File: config.mk
export PLATFORM = sky130hd
export DESIGN_NAME = interrupt_controller_multi_flat
export DESIGN_NICKNAME = d
export VERILOG_FILES = /design/src/rtl/interrupt_controller_multi_if.sv /design/src/rtl/interrupt_controller_multi.sv /design/src/flat_wrapper.sv
export SDC_FILE = /design/constraint.sdc
export NUM_CORES = 1
export LEC_CHECK = 0
export ABC_CLOCK_PERIOD_IN_PS = 2340
export BUFFER_PORTS_ARGS = -buffer_cell sky130_fd_sc_hd__buf_2
export CAP_MARGIN = 25
export CORE_UTILIZATION = 51
export CTS_CLUSTER_SIZE = 28
export DETAILED_ROUTE_END_ITERATION = 16
export PLACE_DENSITY_LB_ADDON = 0.12
export SLEW_MARGIN = 20
export SYNTH_ARGS = -nofsm -noshare
export SYNTH_HDL_FRONTEND = slang
export SYNTH_SLANG_ARGS = --single-unit
File: constraint.sdc
create_clock -name clk -period 2.34 [get_ports clk]
set_input_delay 0.117 -clock clk [delete_from_list [all_inputs] [get_ports clk]]
set_output_delay 0.117 -clock clk [all_outputs]
set_load 0.01 [all_outputs]
File: src/rtl/interrupt_controller_multi_if.sv
// Bus between the CPU control logic and the interrupt front-end.
// master: the core / testbench side (drives requests, mask, flags, ack).
// slave : the interrupt controller (drives pending/generated/running, irq_id,
//         irq_pending).
interface interrupt_controller_multi_if #(
    parameter int NUM_IRQ = 4,
    parameter int ID_W    = 2
);
    logic               enableFFs;
    logic               nmi_in;
    logic [NUM_IRQ-1:0] irq_in;
    logic [NUM_IRQ-1:0] irq_mask;
    logic               i_flag;
    logic               interrupt_started;

    logic               pending_interrupt;
    logic               reset_detected;
    logic               nmi_generated;
    logic               irq_generated;
    logic               reset_running;
    logic               nmi_running;
    logic               irq_running;
    logic [ID_W-1:0]    irq_id;
    logic [NUM_IRQ-1:0] irq_pending;

    modport master (
        output enableFFs, nmi_in, irq_in, irq_mask, i_flag, interrupt_started,
        input  pending_interrupt, reset_detected, nmi_generated, irq_generated,
               reset_running, nmi_running, irq_running, irq_id, irq_pending
    );

    modport slave (
        input  enableFFs, nmi_in, irq_in, irq_mask, i_flag, interrupt_started,
        output pending_interrupt, reset_detected, nmi_generated, irq_generated,
               reset_running, nmi_running, irq_running, irq_id, irq_pending
    );
endinterface

File: src/rtl/interrupt_controller_multi.sv
// Multi-channel interrupt front-end for the 6502-style core.
// Arbitrates post-reset vector injection, edge-detected NMI and NUM_IRQ
// maskable IRQ channels (each level or rising-edge latched), and reports the
// serviced source and IRQ channel until the handler returns.
// Ports:
//   clk, nrst  - clock, asynchronous active-low reset
//   bus        - interrupt_controller_multi_if.slave: enableFFs, nmi_in,
//                irq_in, irq_mask, i_flag, interrupt_started in;
//                pending_interrupt, *_detected/*_generated, *_running,
//                irq_id, irq_pending out

// One request line: synchronizer, rising-edge detector and a sticky latch.
// Clocked every cycle so edges are never lost while the core is stalled.
// req is the latch in edge mode, the synchronized level otherwise.
module interrupt_controller_multi_chan #(
    parameter int SYNC_STAGES = 2,
    parameter bit EDGE        = 1'b0
) (
    input  logic clk,
    input  logic nrst,
    input  logic line_in,
    input  logic clr,
    output logic req
);
    logic [SYNC_STAGES-1:0] sync_q, sync_d;
    logic                   prev_q, prev_d;
    logic                   latch_q, latch_d;
    logic                   lvl;

    always_comb begin
        sync_d  = {sync_q[SYNC_STAGES-2:0], line_in};
        lvl     = sync_q[SYNC_STAGES-1];
        prev_d  = lvl;
        // set beats clear when an edge lands on the acceptance cycle
        latch_d = (lvl & ~prev_q) | (latch_q & ~clr);
    end

    always_ff @(posedge clk or negedge nrst) begin
        if (!nrst) begin
            sync_q  <= '0;
            prev_q  <= 1'b0;
            latch_q <= 1'b0;
        end else begin
            sync_q  <= sync_d;
            prev_q  <= prev_d;
            latch_q <= latch_d;
        end
    end

    assign req = EDGE ? latch_q : lvl;
endmodule

module interrupt_controller_multi #(
    parameter int                 NUM_IRQ     = 4,
    parameter int                 SYNC_STAGES = 2,
    parameter logic [NUM_IRQ-1:0] EDGE_MODE   = '0,
    parameter int                 ID_W        = 2
) (
    input logic                        clk,
    input logic                        nrst,
    interrupt_controller_multi_if.slave bus
);
    typedef enum logic [1:0] {ST_IDLE, ST_PENDING, ST_RUNNING} state_e;
    typedef enum logic [1:0] {SVC_RESET, SVC_NMI, SVC_IRQ} svc_e;

    state_e             state_q, state_d;
    svc_e               svc_q, svc_d;
    logic [ID_W-1:0]    id_q, id_d;

    logic               accept;
    logic               nmi_clr;
    logic               nmi_latched;
    logic [NUM_IRQ-1:0] req;
    logic [NUM_IRQ-1:0] irq_clr;
    logic [NUM_IRQ-1:0] irq_pending;
    logic               irq_any;
    logic [ID_W-1:0]    low_id;

    // acceptance of the pending request retires its source latch
    assign accept  = bus.enableFFs && (state_q == ST_PENDING) && bus.interrupt_started;
    assign nmi_clr = accept && (svc_q == SVC_NMI);

    interrupt_controller_multi_chan #(
        .SYNC_STAGES (SYNC_STAGES),
        .EDGE        (1'b1)
    ) u_nmi (
        .clk     (clk),
        .nrst    (nrst),
        .line_in (bus.nmi_in),
        .clr     (nmi_clr),
        .req     (nmi_latched)
    );

    for (genvar k = 0; k < NUM_IRQ; k++) begin : g_ch
        assign irq_clr[k] = accept && (svc_q == SVC_IRQ) && (id_q == ID_W'(k));

        interrupt_controller_multi_chan #(
            .SYNC_STAGES (SYNC_STAGES),
            .EDGE        (EDGE_MODE[k])
        ) u_ch (
            .clk     (clk),
            .nrst    (nrst),
            .line_in (bus.irq_in[k]),
            .clr     (irq_clr[k]),
            .req     (req[k])
        );
    end

    assign irq_pending = req & bus.irq_mask;
    assign irq_any     = |irq_pending;

    // lowest set index wins: scan downward so the last hit is the lowest
    always_comb begin
        low_id = '0;
        for (int k = NUM_IRQ - 1; k >= 0; k--) begin
            if (irq_pending[k]) low_id = ID_W'(k);
        end
    end

    always_comb begin
        state_d = state_q;
        svc_d   = svc_q;
        id_d    = id_q;
        if (bus.enableFFs) begin
            case (state_q)
                ST_IDLE: begin
                    if (nmi_latched) begin
                        state_d = ST_PENDING;
                        svc_d   = SVC_NMI;
                    end else if (irq_any && !bus.i_flag) begin
                        state_d = ST_PENDING;
                        svc_d   = SVC_IRQ;
                        id_d    = low_id;
                    end
                end
                ST_PENDING: begin
                    // committed: only the ack or an NMI hijack moves us
                    if (bus.interrupt_started) begin
                        state_d = ST_RUNNING;
                    end else if (svc_q == SVC_IRQ && nmi_latched) begin
                        svc_d = SVC_NMI;
                    end
                end
                ST_RUNNING: begin
                    if (svc_q == SVC_IRQ && nmi_latched) begin
                        state_d = ST_PENDING;
                        svc_d   = SVC_NMI;
                    end else if (!bus.i_flag) begin
                        state_d = ST_IDLE;
                    end
                end
                default: state_d = ST_IDLE;
            endcase
        end
    end

    always_ff @(posedge clk or negedge nrst) begin
        if (!nrst) begin
            state_q <= ST_PENDING;
            svc_q   <= SVC_RESET;
            id_q    <= '0;
        end else begin
            state_q <= state_d;
            svc_q   <= svc_d;
            id_q    <= id_d;
        end
    end

    assign bus.pending_interrupt = (state_q == ST_PENDING);
    assign bus.reset_detected    = (state_q == ST_PENDING) && (svc_q == SVC_RESET);
    assign bus.nmi_generated     = (state_q == ST_PENDING) && (svc_q == SVC_NMI);
    assign bus.irq_generated     = (state_q == ST_PENDING) && (svc_q == SVC_IRQ);
    assign bus.reset_running     = (state_q == ST_RUNNING) && (svc_q == SVC_RESET);
    assign bus.nmi_running       = (state_q == ST_RUNNING) && (svc_q == SVC_NMI);
    assign bus.irq_running       = (state_q == ST_RUNNING) && (svc_q == SVC_IRQ);
    assign bus.irq_id            = id_q;
    assign bus.irq_pending       = irq_pending;
endmodule
File: src/flat_wrapper.sv
// flat-port wrapper written by rule: the top's interface ports become plain ports
module interrupt_controller_multi_flat 
#(
    parameter int                 NUM_IRQ     = 4,
    parameter int                 SYNC_STAGES = 2,
    parameter logic [NUM_IRQ-1:0] EDGE_MODE   = '0,
    parameter int                 ID_W        = 2
)
  (clk, nrst, bus_enableFFs, bus_nmi_in, bus_irq_in, bus_irq_mask, bus_i_flag, bus_interrupt_started, bus_pending_interrupt, bus_reset_detected, bus_nmi_generated, bus_irq_generated, bus_reset_running, bus_nmi_running, bus_irq_running, bus_irq_id, bus_irq_pending);
  interrupt_controller_multi_if #(.NUM_IRQ(NUM_IRQ), .ID_W(ID_W)) bus_i ();
  input logic clk;
  input logic nrst;
  input wire logic [$bits(bus_i.enableFFs)-1:0] bus_enableFFs;
  input wire logic [$bits(bus_i.nmi_in)-1:0] bus_nmi_in;
  input wire logic [$bits(bus_i.irq_in)-1:0] bus_irq_in;
  input wire logic [$bits(bus_i.irq_mask)-1:0] bus_irq_mask;
  input wire logic [$bits(bus_i.i_flag)-1:0] bus_i_flag;
  input wire logic [$bits(bus_i.interrupt_started)-1:0] bus_interrupt_started;
  output wire logic [$bits(bus_i.pending_interrupt)-1:0] bus_pending_interrupt;
  output wire logic [$bits(bus_i.reset_detected)-1:0] bus_reset_detected;
  output wire logic [$bits(bus_i.nmi_generated)-1:0] bus_nmi_generated;
  output wire logic [$bits(bus_i.irq_generated)-1:0] bus_irq_generated;
  output wire logic [$bits(bus_i.reset_running)-1:0] bus_reset_running;
  output wire logic [$bits(bus_i.nmi_running)-1:0] bus_nmi_running;
  output wire logic [$bits(bus_i.irq_running)-1:0] bus_irq_running;
  output wire logic [$bits(bus_i.irq_id)-1:0] bus_irq_id;
  output wire logic [$bits(bus_i.irq_pending)-1:0] bus_irq_pending;
  assign bus_i.enableFFs = bus_enableFFs;
  assign bus_i.nmi_in = bus_nmi_in;
  assign bus_i.irq_in = bus_irq_in;
  assign bus_i.irq_mask = bus_irq_mask;
  assign bus_i.i_flag = bus_i_flag;
  assign bus_i.interrupt_started = bus_interrupt_started;
  assign bus_pending_interrupt = bus_i.pending_interrupt;
  assign bus_reset_detected = bus_i.reset_detected;
  assign bus_nmi_generated = bus_i.nmi_generated;
  assign bus_irq_generated = bus_i.irq_generated;
  assign bus_reset_running = bus_i.reset_running;
  assign bus_nmi_running = bus_i.nmi_running;
  assign bus_irq_running = bus_i.irq_running;
  assign bus_irq_id = bus_i.irq_id;
  assign bus_irq_pending = bus_i.irq_pending;
  interrupt_controller_multi #(.NUM_IRQ(NUM_IRQ), .SYNC_STAGES(SYNC_STAGES), .EDGE_MODE(EDGE_MODE), .ID_W(ID_W)) u_core (.clk(clk), .nrst(nrst), .bus(bus_i));
endmodule
==> impl_metrics.toml <==
[job]
max_cap_violations = 0

[global_route]
grt_util_all_layers_pct = 19.4
antenna_found_initial = 0
grt_overflow = 0
grt_pass1_vias = 625
grt_max_degree = 19
grt_first_pass_wirelength_mm = 2.51

[power]
power_frac_clock_pct = 18.7
seqPwrFrac_pct = 44.7
power_mw = 1.00
p_switching_mw = 0.349
powerDensity_mw_per_mm2 = 942
power.internal_mw = 0.653
p_leak_nw = 0.563
ir_drop_uv = 552
switching_share_pct = 34.9
combPwrFrac_pct = 36.5

[yosys]
synth_top_family_by_area = "simple AND/OR/NAND/NOR gates"
ys.flop_type = "dfrtp_1"
synth_cell_type_count = 30
synth_xor_area_share_pct = 0
seq_area_frac_synth_pct = 55.3
avgSynthCellArea_um2 = 11.5
ys_async_sr_fraction_pct = 100
synth_seq_cells = 18
ys_warn_count = 0
syn_nets = 91
synth-compound-area-share_pct = 13.9
synthAdderAreaFrac_pct = 9.19
muxShareOfSynthArea_pct = 2.76
synthesis.area_um2 = 817
yosys.area_share.simple_pct = 15.2
synth-edff-count = 0
syn_inst = 71

[setup_path]
critPathArrivalTime_ps = 1930
crit_family = "compound AO/OA/AOI/OAI gates"
reg2reg_from = "u_core.state_q[1]"
cp_data_required_time_ps = 2530
crit_path_end_kind = "register"
rr_worst_depth = 5
cp_cell_sequence = "inv_1 > ha_1 > a211oi_1 > o211ai_1 > a32o_1"
slowest_delay_ps = 420
reg2reg_slack_ps = 600
r2r-end = "u_core.svc_q[0]"
worstSetupPathType = "reg2reg"
startpoint_type = "register"
cp_max_fo = 6
critical-path-slowest-cell = "dfrtp_1"
path_buf_inv = 1
startpoint = "u_core.state_q[1]"

[timing]
fmax_ghz = 0.575
hold_violations = 0
finClkSkew_ps = 4.09
finalMaxSlewViolations = 0
period_share_pct = 74.3
rsz0062_at_grt = "false"
setup_viol = 0
relSlewSlack_pct = 72.5
tightest_slew_ps = 410
tns_ps = 0
post-route-min-period_ps = 1740

[detailed_routing]
ant_nets = 0
routed_wl_mm = 1.48
post_drt_wl_per_cell_um = 12.0
dr.pass1.iters = 4
vias = 649
drcViolationCount = 0
via_per_inst = 5.28
drt_iter0_markers = 18

[die]
boundaryPins = 27
die_h_um = 42.0
die_width_um = 42.0
fp-row-count = 14
start_util_pct = 54.2
core_area_mm2 = 0.00151
die-area_mm2 = 0.00177

[hold_path]
hold_path.class = "in2reg"
holdPathEnd = "u_core.u_nmi.req"
min_from = "bus_enableFFs"
hold_depth = 3

[cells_and_area]
synthToLayoutAreaGrowth_pct = 30.2
layout-drive-gt1-share_pct = 32.7
finalNonFillerCells = 123
n_antenna_cell = 0
final_net_count = 128

[clock_tree]
clk_pin_slew_worst_paths_ps = 100
cts_tree = "done"
clock-root-buffer = "clkbuf_4"
clk_latency_ps = 290
cts_buffers = 3
cts_max_level = 1
cts_sinks = 18
cts_buffer_depth = 2

[place]
dp.cells = 113
io_buffer_count = 26
dp_hpwl_mm = 1.09
gp_congestion = 0.759

[run_status]
run_status = "complete, no violations"
==> worst max-delay path by stage <==
| stage | to | slack, ps | cells past startpoint |
|---|---|---|---|
| after floorplan | u_core.state_q[1] | 770 | 6 |
| after global placement | u_core.svc_q[0] | 690 | 5 |
| after detailed placement | u_core.state_q[1] | 660 | 6 |
| after CTS | u_core.svc_q[0] | 640 | 5 |
| after global routing | u_core.svc_q[0] | 540 | 5 |
| final | u_core.svc_q[0] | 600 | 5 |
==> routing by layer <==
| layer | global-route usage, % | share of wire, % | vias to the layer above |
|---|---|---|---|
| li1 | - | - | 319 |
| met5 | 0 | 0 | - |
| met1 | 22.5 | 42 | 295 |
| met4 | 6.25 | 0.54 | 0 |
| met2 | 31.9 | 49 | 33 |
| met3 | 9.05 | 8.5 | 2 |
==> sequential cells by signal, summed over array words and instances, names as in the netlist <==
name	cells
u_core.g_ch.u_ch.sync_q	8
u_core.bus.irq_id	2
u_core.state_q	2
u_core.svc_q	2
u_core.u_nmi.sync_q	2
u_core.u_nmi.prev_q	1
u_core.u_nmi.req	1
==> cell usage in the layout, fill, tap and decap left out, drive strengths merged, types with 2 or more instances in the layout <==
master       count
buf             26
dfrtp           17
inv              8
ha               6
dlygate4sd3      6
nand2            5
and2             4
clkbuf           4
a21oi            3
nor3b            2
and3             2
a31oi            2
nor2             2
mux2             2
nand2b           2
==> layout make-up <==
type,count,area [µm²]
repair buffers,32,190
well taps,16,20.0
clock buffers,4,36.3
flip-flops and latches,18,452
inverters,8,30.0
multi-input cells,45,335
fillers,119,443
==> cell usage after synthesis (2+ instances only) <==
master	instances	area, µm²
dfrtp_1	17	425
nor3b_1	2	15.0
a21oi_1	3	15.0
inv_1	8	30.0
ha_1	6	75.1
nand2_1	5	18.8
and2_1	3	18.8
and3_1	2	12.5
a31oi_1	2	12.5
mux2_1	2	22.5
nor2_1	2	7.51
==> timing repair <==
| item | CTS | global route |
|---|---|---|
| hold endpoints to repair | 22 | 0 |
| hold buffers | 6 | 0 |
| resized for setup | 0 | 0 |
| buffers inserted | 0 | 0 |
==> power groups by stage <==
| stage | Sequential (mW) | Clock, mW | Combinational, mW |
|---|---|---|---|
| after floorplan | 0.448 | 0 | 0.239 |
| after global placement | 0.452 | 0 | 0.351 |
| after detailed placement | 0.456 | 0 | 0.357 |
| after CTS | 0.449 | 0.192 | 0.367 |
| after global routing | 0.460 | 0.204 | 0.407 |
| final | 0.448 | 0.188 | 0.366 |
==> metrics by stage <==
step	hold WS [ps]	setup WS [ps]	util, %	cell area (µm²)
6_report	135	601	70.6	1060
5_1_grt	143	537	70.6	1060
4_1_cts	135	641	70.6	1060
3_5_place_dp	62.9	659	64.2	967
3_3_place_gp	53.3	691	64.2	967
2_1_floorplan	-179	772	-	817
==> logic make-up (layout without fill, tap and decap cells) <==
family,Yosys count,after routing
buffers and inverters,8,44
DFF,18,18
and+or+nand+nor,22,22
AOI/OAI and AO/OA,15,15
muxes,2,2
adders and majority gates,6,6
==> worst register-to-register path, delay by kind of cell (launching register included) <==
family | cells | cell delay [ps]
flops | 1 | 420
compound gates | 3 | 860
fa+ha+maj | 1 | 250
buf+inv | 1 | 100
No activity file was read; power rests on OpenSTA's default activity.
